[src/rtl/gpio_pkg.sv]
// Shared constants and helpers for the GPIO input-conditioning slice:
// bank widths, filter defaults and the debounce counter width rule.
package gpio_pkg;

    localparam int GPIO_SYNC_STAGES_DEFAULT = 2;
    localparam int GPIO_DEBOUNCE_DEFAULT    = 16;
    localparam int GPIO_STATUS_WIDTH        = 5;
    localparam int GPIO0_WIDTH              = 12;

    // One-cycle edge flags registered alongside the accepted pin level.
    typedef struct packed {
        logic rise;
        logic fall;
    } edgePulse_t;

    // The counter must hold 0 .. DEBOUNCE_CYCLES-1 without wrapping.
    function automatic int gpioCntWidth(input int cycles);
        return $clog2(cycles + 1);
    endfunction

endpackage

[src/rtl/gpio_debounce_bit.sv]
// Single-pin conditioning: synchronizer chain, debounce counter and
// registered rise/fall pulses that appear with the new level.
module gpio_debounce_bit
    import gpio_pkg::*;
#(
    parameter int   SYNC_STAGES     = GPIO_SYNC_STAGES_DEFAULT,
    parameter int   DEBOUNCE_CYCLES = GPIO_DEBOUNCE_DEFAULT,
    parameter logic RESET_BIT       = 1'b0,
    parameter int   CNT_W           = gpioCntWidth(DEBOUNCE_CYCLES)
) (
    input  logic io_clock,
    input  logic io_reset,
    input  logic pinRaw,
    input  logic bypass,
    output logic pinRead,
    output logic rise,
    output logic fall
);

    localparam logic [CNT_W-1:0] CNT_LAST = CNT_W'(DEBOUNCE_CYCLES - 1);

    logic [SYNC_STAGES-1:0] syncChain;
    logic                   synced;
    logic [CNT_W-1:0]       cnt;
    edgePulse_t             edgeQ;

    assign synced = syncChain[SYNC_STAGES-1];
    assign rise   = edgeQ.rise;
    assign fall   = edgeQ.fall;

    // NOTE: the chain resets to the same value as pinRead so that releasing
    // reset never looks like a level change and never fires a false edge.
    always_ff @(posedge io_clock or negedge io_reset) begin
        if (!io_reset) begin
            syncChain <= {SYNC_STAGES{RESET_BIT}};
        end else begin
            syncChain <= {syncChain[SYNC_STAGES-2:0], pinRaw};
        end
    end

    // Level compare is evaluated before the expiry check, so a sample that
    // returns to the current level on the expiry cycle cancels the update.
    always_ff @(posedge io_clock or negedge io_reset) begin
        if (!io_reset) begin
            cnt     <= '0;
            pinRead <= RESET_BIT;
            edgeQ   <= '0;
        end else begin
            // NOTE: pulses default low every cycle so each lasts exactly one.
            edgeQ <= '0;
            if (bypass) begin
                cnt        <= '0;
                pinRead    <= synced;
                edgeQ.rise <= synced & ~pinRead;
                edgeQ.fall <= ~synced & pinRead;
            end else if (synced == pinRead) begin
                cnt <= '0;
            end else if (cnt == CNT_LAST) begin
                cnt        <= '0;
                pinRead    <= synced;
                edgeQ.rise <= synced;
                edgeQ.fall <= ~synced;
            end else begin
                cnt <= cnt + 1'b1;
            end
        end
    end

endmodule

[src/rtl/gpio_input_debounce.sv]
// GPIO bank input conditioning between the pad buffers and the SoC pin-read
// inputs: one independent synchronizer + debounce filter per pin.
module gpio_input_debounce
    import gpio_pkg::*;
#(
    parameter int               WIDTH           = GPIO_STATUS_WIDTH,
    parameter int               SYNC_STAGES     = GPIO_SYNC_STAGES_DEFAULT,
    parameter int               DEBOUNCE_CYCLES = GPIO_DEBOUNCE_DEFAULT,
    parameter logic [WIDTH-1:0] RESET_VALUE     = {WIDTH{1'b0}},
    parameter int               CNT_W           = gpioCntWidth(DEBOUNCE_CYCLES)
) (
    input  logic             io_clock,
    input  logic             io_reset,
    input  logic [WIDTH-1:0] pins_raw,
    input  logic [WIDTH-1:0] bypass,
    output logic [WIDTH-1:0] pins_read,
    output logic [WIDTH-1:0] rise,
    output logic [WIDTH-1:0] fall
);

    for (genvar i = 0; i < WIDTH; i++) begin : gPin
        gpio_debounce_bit #(
            .SYNC_STAGES    (SYNC_STAGES),
            .DEBOUNCE_CYCLES(DEBOUNCE_CYCLES),
            .RESET_BIT      (RESET_VALUE[i]),
            .CNT_W          (CNT_W)
        ) uBit (
            .io_clock(io_clock),
            .io_reset(io_reset),
            .pinRaw  (pins_raw[i]),
            .bypass  (bypass[i]),
            .pinRead (pins_read[i]),
            .rise    (rise[i]),
            .fall    (fall[i])
        );
    end

endmodule

[config.mk]
export PLATFORM = sky130hd
export DESIGN_NAME = gpio_input_debounce
export DESIGN_NICKNAME = d
export VERILOG_FILES = /design/src/rtl/gpio_pkg.sv /design/src/rtl/gpio_debounce_bit.sv /design/src/rtl/gpio_input_debounce.sv
export SDC_FILE = /design/constraint.sdc
export NUM_CORES = 1
export LEC_CHECK = 0
export BUFFER_PORTS_ARGS = -buffer_cell sky130_fd_sc_hd__clkbuf_2
export CORE_ASPECT_RATIO = 2
export CORE_MARGIN = 2
export CORE_UTILIZATION = 56
export CTS_CLUSTER_SIZE = 12
export DETAILED_ROUTE_END_ITERATION = 12
export PLACE_DENSITY = 0.84
export SLEW_MARGIN = 20
export SYNTH_ARGS = -nofsm -noshare
export SYNTH_HDL_FRONTEND = slang
export SYNTH_SLANG_ARGS = --single-unit
[constraint.sdc]
create_clock -name io_clock -period 2.1 [get_ports io_clock]
set_input_delay 0 -clock io_clock [delete_from_list [all_inputs] [get_ports io_clock]]
set_output_delay 0 -clock io_clock [all_outputs]
set_load 0.01 [all_outputs]
### Word-level counts from Yosys, hierarchy flattened

Index checks and enable logic that the tools add are counted.

* $add $sub $neg: 5
* equal/unequal tests: 15
* multiplexer cells: 45
* bitwise gates (word level): 20
* reductions and logical operators: 10

Operators by type and width (number)
* 5-bit 2-to-1 mux: 15
* 2-bit 2-to-1 mux: 15
* 5-bit by 1-bit adder with 5-bit output, second input constant: 5
* 5-bit by 4-bit equality test with 1-bit output, second input constant: 5
* 1-bit 2-to-1 mux: 15
* 1-bit AND: 10
* 2-bit != test, second input constant: 5
* 1-bit inverter: 10
* 2-bit AND reduction: 5
* 2-bit nonzero test: 5
* 1-bit equality test: 5

* register bits: 50
* input bits: 12
* output and inout bits: 15
* word-level logic and storage cells: 120

### Depth between registers and ports, before layout

* word-level depth: 4
* gate-level depth with buffers: 5
* gate-level depth less buffers: 5

### Modules after synthesis

Synthesis repeated with hierarchy kept, for this count alone.

* cells, all modules: 165
* area total of the unflattened synthesis: 2064.5 um2

By module, submodules not included
* gpio_debounce_bit: times used 5, cells an instance 33, area each 412.9 um2, seq. area each 250.2 um2

### Least setup slack after synthesis

No wires, ideal clock.

* path type: reg-to-reg
* start: register gPin[3].uBit.syncChain[1]
* end: register gPin[3].uBit.pinRead
* library setup time: 0.116 ns
* arrival time: 1.383 ns
* data required time: 1.984 ns
* slack: 0.601 ns
* stages on the path, launching flop included: 5
* path buffers: 0
* period minus slack after synthesis: 1.499 ns
* cells stage by stage: dfrtp_1 inv_1 ha_1 or4_4 o311ai_0

* longest elaborated chain between the ends: 3
* elaborated cells on any way between the ends: 6
* classes of those cells: eq/ne: 2; mux: 3; reduce/logical: 1

Ends and longest elaborated chain
* from (decl): line gpio_debounce_bit.sv:22 `logic [SYNC_STAGES-1:0] syncChain;`
* from (signal assigned): line gpio_debounce_bit.sv:35 `syncChain <= {SYNC_STAGES{RESET_BIT}};`
* from (signal assigned): line gpio_debounce_bit.sv:37 `syncChain <= {syncChain[SYNC_STAGES-2:0], pinRaw};`
* 1-bit equality test / 1-bit 2-to-1 mux (equally long branches): line gpio_debounce_bit.sv:56, gpio_debounce_bit.sv:58
* 2-bit != test (no source line) / 1-bit 2-to-1 mux (equally long branches)
* 2-bit AND reduction (no source line) / 1-bit 2-to-1 mux (equally long branches)
* to (signal assigned): line gpio_debounce_bit.sv:53 `pinRead <= synced;`
* to (signal assigned): line gpio_debounce_bit.sv:60 `pinRead <= synced;`
* to (decl): line gpio_debounce_bit.sv:15 `output logic pinRead,`

Parallel ways exist; a longest one is shown, timed or not. The select of a mux whose other input is x is not followed.
A chain may end at the register's enable or synchronous reset.

### Final worst setup path

Ends and elaborated chain as after synthesis.

==> results.sh <==
export IMPL_run_status="finished, final reports clean"
export IMPL_detail_route_drc_violations=0
export IMPL_min_delay_path_class="in -> async"
export IMPL_netlist_top_cells_count="sky130_fd_sc_hd__dfrtp_1 (50), sky130_fd_sc_hd__nor2_1 (18), sky130_fd_sc_hd__nand2_1 (16)"
export IMPL_cts_buffers=5
export IMPL_vias=1399
export IMPL_place_congestion=0.784
export IMPL_cpPeakStageDelay_ns=0.55
export IMPL_leakagePower_nw=1.23
export IMPL_maxSlewViolCount=0
export IMPL_crit_family="simple AND/OR/NAND/NOR gates"
export IMPL_crit_chain="inv_1 -> ha_1 -> or4_4 -> o311ai_0"
export IMPL_muxShareOfSynthArea_pct=1.85
export IMPL_synth_warnings=0
export IMPL_synth_top_family_by_area="simple AND/OR/NAND/NOR gates"
export IMPL_ios=27
export IMPL_setup_viol=0
export IMPL_slew_headroom_pct=75.4
export IMPL_critPathCaptureType="flip-flop"
export IMPL_synthesized_netlist_net_count=211
export IMPL_synth_sequential_area_ratio_pct=57.9
export IMPL_finalHoldViolCount=0
export IMPL_max_cap_violations=0
export IMPL_cp_max_fo=4
export IMPL_io_buffer_count=26
export IMPL_postSynthRegisterBits=50
export IMPL_critPathKind="reg -> reg"
export IMPL_synth_compound_area_share_pct=7.07
export IMPL_synthesis_area_um2=2160
export IMPL_hpwlAfterDp_um=2390
export IMPL_fmax_ghz=0.626
export IMPL_grt_start_max_net_pins=24
export IMPL_cts_resized=0
export IMPL_cts_sinks=50
export IMPL_area_growth_syn_to_layout_pct=13.1
export IMPL_globalRoute_totalOverflow=0
export IMPL_postCtsSetupRepairBufs=0
export IMPL_final_cells=266
export IMPL_mean_instance_size_in_the_synthesized_netlist_um2=11.7
export IMPL_initial_core_util_pct=57.4
export IMPL_nNetsFinal=242
export IMPL_irDropWorstVdd_mv=0.660
export IMPL_synthCells=184
export IMPL_grt_first_pass_wirelength_um=5780
export IMPL_die_area_um2=4400
export IMPL_cp_start_kind="flip-flop"
export IMPL_antenna_violating_nets_post_route=0
export IMPL_cp_required_ns=2.27
export IMPL_num_antenna_cells=0
export IMPL_largest_cells_by_area_after_synthesis="sky130_fd_sc_hd__dfrtp_1 (58%), sky130_fd_sc_hd__ha_1 (8.7%), sky130_fd_sc_hd__buf_4 (5.2%)"
export IMPL_crit_slowest_cell="sky130_fd_sc_hd__or4_4"
export IMPL_post_route_cells_drive_above_1_share_pct=17.7
export IMPL_cts_tree="built"
export IMPL_detail_route_wirelength_um=3320
export IMPL_yosys_cell_count_top_type="sky130_fd_sc_hd__dfrtp_1"
export IMPL_grt_setup_unrepaired="false"
export IMPL_clkSlewWorstSetupHoldPaths_ns=0.08
export IMPL_cts_max_path_buffers=2
export IMPL_synth_xor_area_share_pct=4.06
export IMPL_critical_path_arrival_ns=1.77
export IMPL_htreeDepth=2
export IMPL_final_setup_tns_ns=0
export IMPL_crit_buf_inv=1
export IMPL_die_h_um=91.8
export IMPL_route_detailed_wl_per_inst_um=12.5
export IMPL_via_per_inst=5.26
export IMPL_place_inst=248
export IMPL_track_usage_pct=18.1
export IMPL_dr_pass1_iters=4
export IMPL_root_buffer="sky130_fd_sc_hd__clkbuf_8"
export IMPL_synth_enable_flop_cells=0
export IMPL_number_of_antenna_violations_at_the_first_check_in_global_routing=0
export IMPL_clock_skew_final_ns=0.00350
export IMPL_worstMarginPinSlew_ns=0.365
export IMPL_ys_types=25
export IMPL_layout_min_cycle_time_ns=1.60
export IMPL_basic_gate_share_of_the_synthesized_area_counting_and_or_nand_and_nor_cells_pct=12.9
export IMPL_clock_latency_ns=0.29
export IMPL_placeableCoreArea_um2=3760
export IMPL_number_of_global_route_vias_before_repair=1389
export IMPL_detailed_router_s_first_iteration_violation_count=20
export IMPL_synthDominantAreaCellType="sky130_fd_sc_hd__dfrtp_1"
export IMPL_ys_flop_type="sky130_fd_sc_hd__dfrtp_1"
export IMPL_power_density_cell_area_nw_per_um2=709
export IMPL_synth_adder_area_share_pct=8.69
export IMPL_fin_crit_sh_pct=76.1
export IMPL_rows=32
export IMPL_die_w_um=47.9
export IMPL_yosys_area_top_type_share_pct=57.9
export IMPL_async_reset_ff_share_pct=100
## cell usage in the layout (no fill, tap or decap)
master / netlist / final
sky130_fd_sc_hd__o21ai_2: 1 / 1
sky130_fd_sc_hd__o31ai_1: 3 / 3
sky130_fd_sc_hd__or4_4: 1 / 1
sky130_fd_sc_hd__o21bai_1: 3 / 3
sky130_fd_sc_hd__a31oi_1: 3 / 3
sky130_fd_sc_hd__nand2_1: 16 / 16
sky130_fd_sc_hd__and3_1: 4 / 4
sky130_fd_sc_hd__o41ai_1: 6 / 6
sky130_fd_sc_hd__nand3_2: 2 / 2
sky130_fd_sc_hd__dfrtp_1: 50 / 50
sky130_fd_sc_hd__a22o_1: 1 / 1
sky130_fd_sc_hd__clkbuf_2: 0 / 26
sky130_fd_sc_hd__clkbuf_1: 0 / 2
sky130_fd_sc_hd__dlygate4sd3_1: 0 / 11
sky130_fd_sc_hd__o21ai_0: 2 / 2
sky130_fd_sc_hd__clkbuf_8: 0 / 5
sky130_fd_sc_hd__inv_1: 13 / 13
sky130_fd_sc_hd__nor3_1: 6 / 6
sky130_fd_sc_hd__buf_4: 15 / 2
sky130_fd_sc_hd__ha_1: 15 / 15
sky130_fd_sc_hd__nand3_1: 5 / 5
sky130_fd_sc_hd__and3_2: 1 / 1
sky130_fd_sc_hd__xor2_1: 5 / 5
sky130_fd_sc_hd__xnor2_1: 5 / 5
sky130_fd_sc_hd__or3_1: 1 / 1
sky130_fd_sc_hd__o311ai_0: 1 / 1
sky130_fd_sc_hd__nor2_1: 18 / 18
sky130_fd_sc_hd__nand4b_1: 3 / 3
sky130_fd_sc_hd__mux2i_1: 4 / 4
## report_power, final
group          leakage, nW  switching [mW]  total [mW]  internal, mW
sequential           0.654          0.0297        1.04          1.01
combinational        0.538           0.111       0.191        0.0803
clock               0.0383           0.273       0.502         0.229
## per-stage QoR
step	total power [mW]	instance area, um^2	util (%)	worst slack (ns)	hold WS (ns)
global placement	1.22	2260	59.9	0.580	-0.107
global route	1.82	2440	64.9	0.435	0.143
CTS	1.75	2440	64.9	0.487	0.122
detailed placement	1.23	2260	59.9	0.496	-0.103
finish	1.73	2440	64.9	0.501	0.118
floorplan	1.17	2160	-	0.601	-0.296
## final cells by class
cell class | count | area (um^2)
Inverter | 13 | 48.8
Clock buffer | 7 | 76.3
Multi-Input combinational cell | 106 | 747
Sequential cell | 50 | 1250
Fill cell | 305 | 1320
Tap cell | 51 | 63.8
Timing Repair Buffer | 39 | 255
## state kept, by name, indices dropped and copies added, names as in the netlist
register / count
gPin.uBit.rise: 5
gPin.uBit.syncChain: 10
gPin.uBit.cnt: 25
gPin.uBit.pinRead: 5
gPin.uBit.fall: 5
## per-layer routing
metal	part of all wire (%)	vias to the layer above	global-route usage, %
met3	3.3	7	4.72
met2	52	28	29.3
met5	0	-	0
met1	42	686	21.4
met4	2.3	0	7.43
li1	-	678	-
## worst paths after layout
check | cells after the start | start | slack [ns] | endpoint
worst max-delay path | 4 | gPin[3].uBit.syncChain[1] | 0.50 | gPin[3].uBit.pinRead
worst min-delay path | 2 | io_reset | 0.12 | gPin[3].uBit.pinRead
worst max register to register | 4 | gPin[3].uBit.syncChain[1] | 0.50 | gPin[3].uBit.pinRead
worst min register to register | 0 | gPin[4].uBit.syncChain[0] | 0.35 | gPin[4].uBit.syncChain[1]
max in group asynchronous | 3 | io_reset | 1.41 | gPin[0].uBit.pinRead
min in group io_clock | 0 | gPin[4].uBit.syncChain[0] | 0.35 | gPin[4].uBit.syncChain[1]
## logic make-up after synthesis
| logic type | Yosys count |
|---|---|
| adder cells (fa/ha/maj) | 15 |
| buffers and inverters | 28 |
| AND/OR/NAND/NOR | 57 |
| flip-flops | 50 |
| multiplexers | 4 |
| XOR/XNOR | 10 |
| AO/OA/AOI/OAI | 20 |
## repair_timing
action,CTS,global route
endpoints found under the setup margin,0,0
hold buffers,11,0
endpoints found under the hold margin,69,0
No activity file was read; power rests on OpenSTA's default activity.
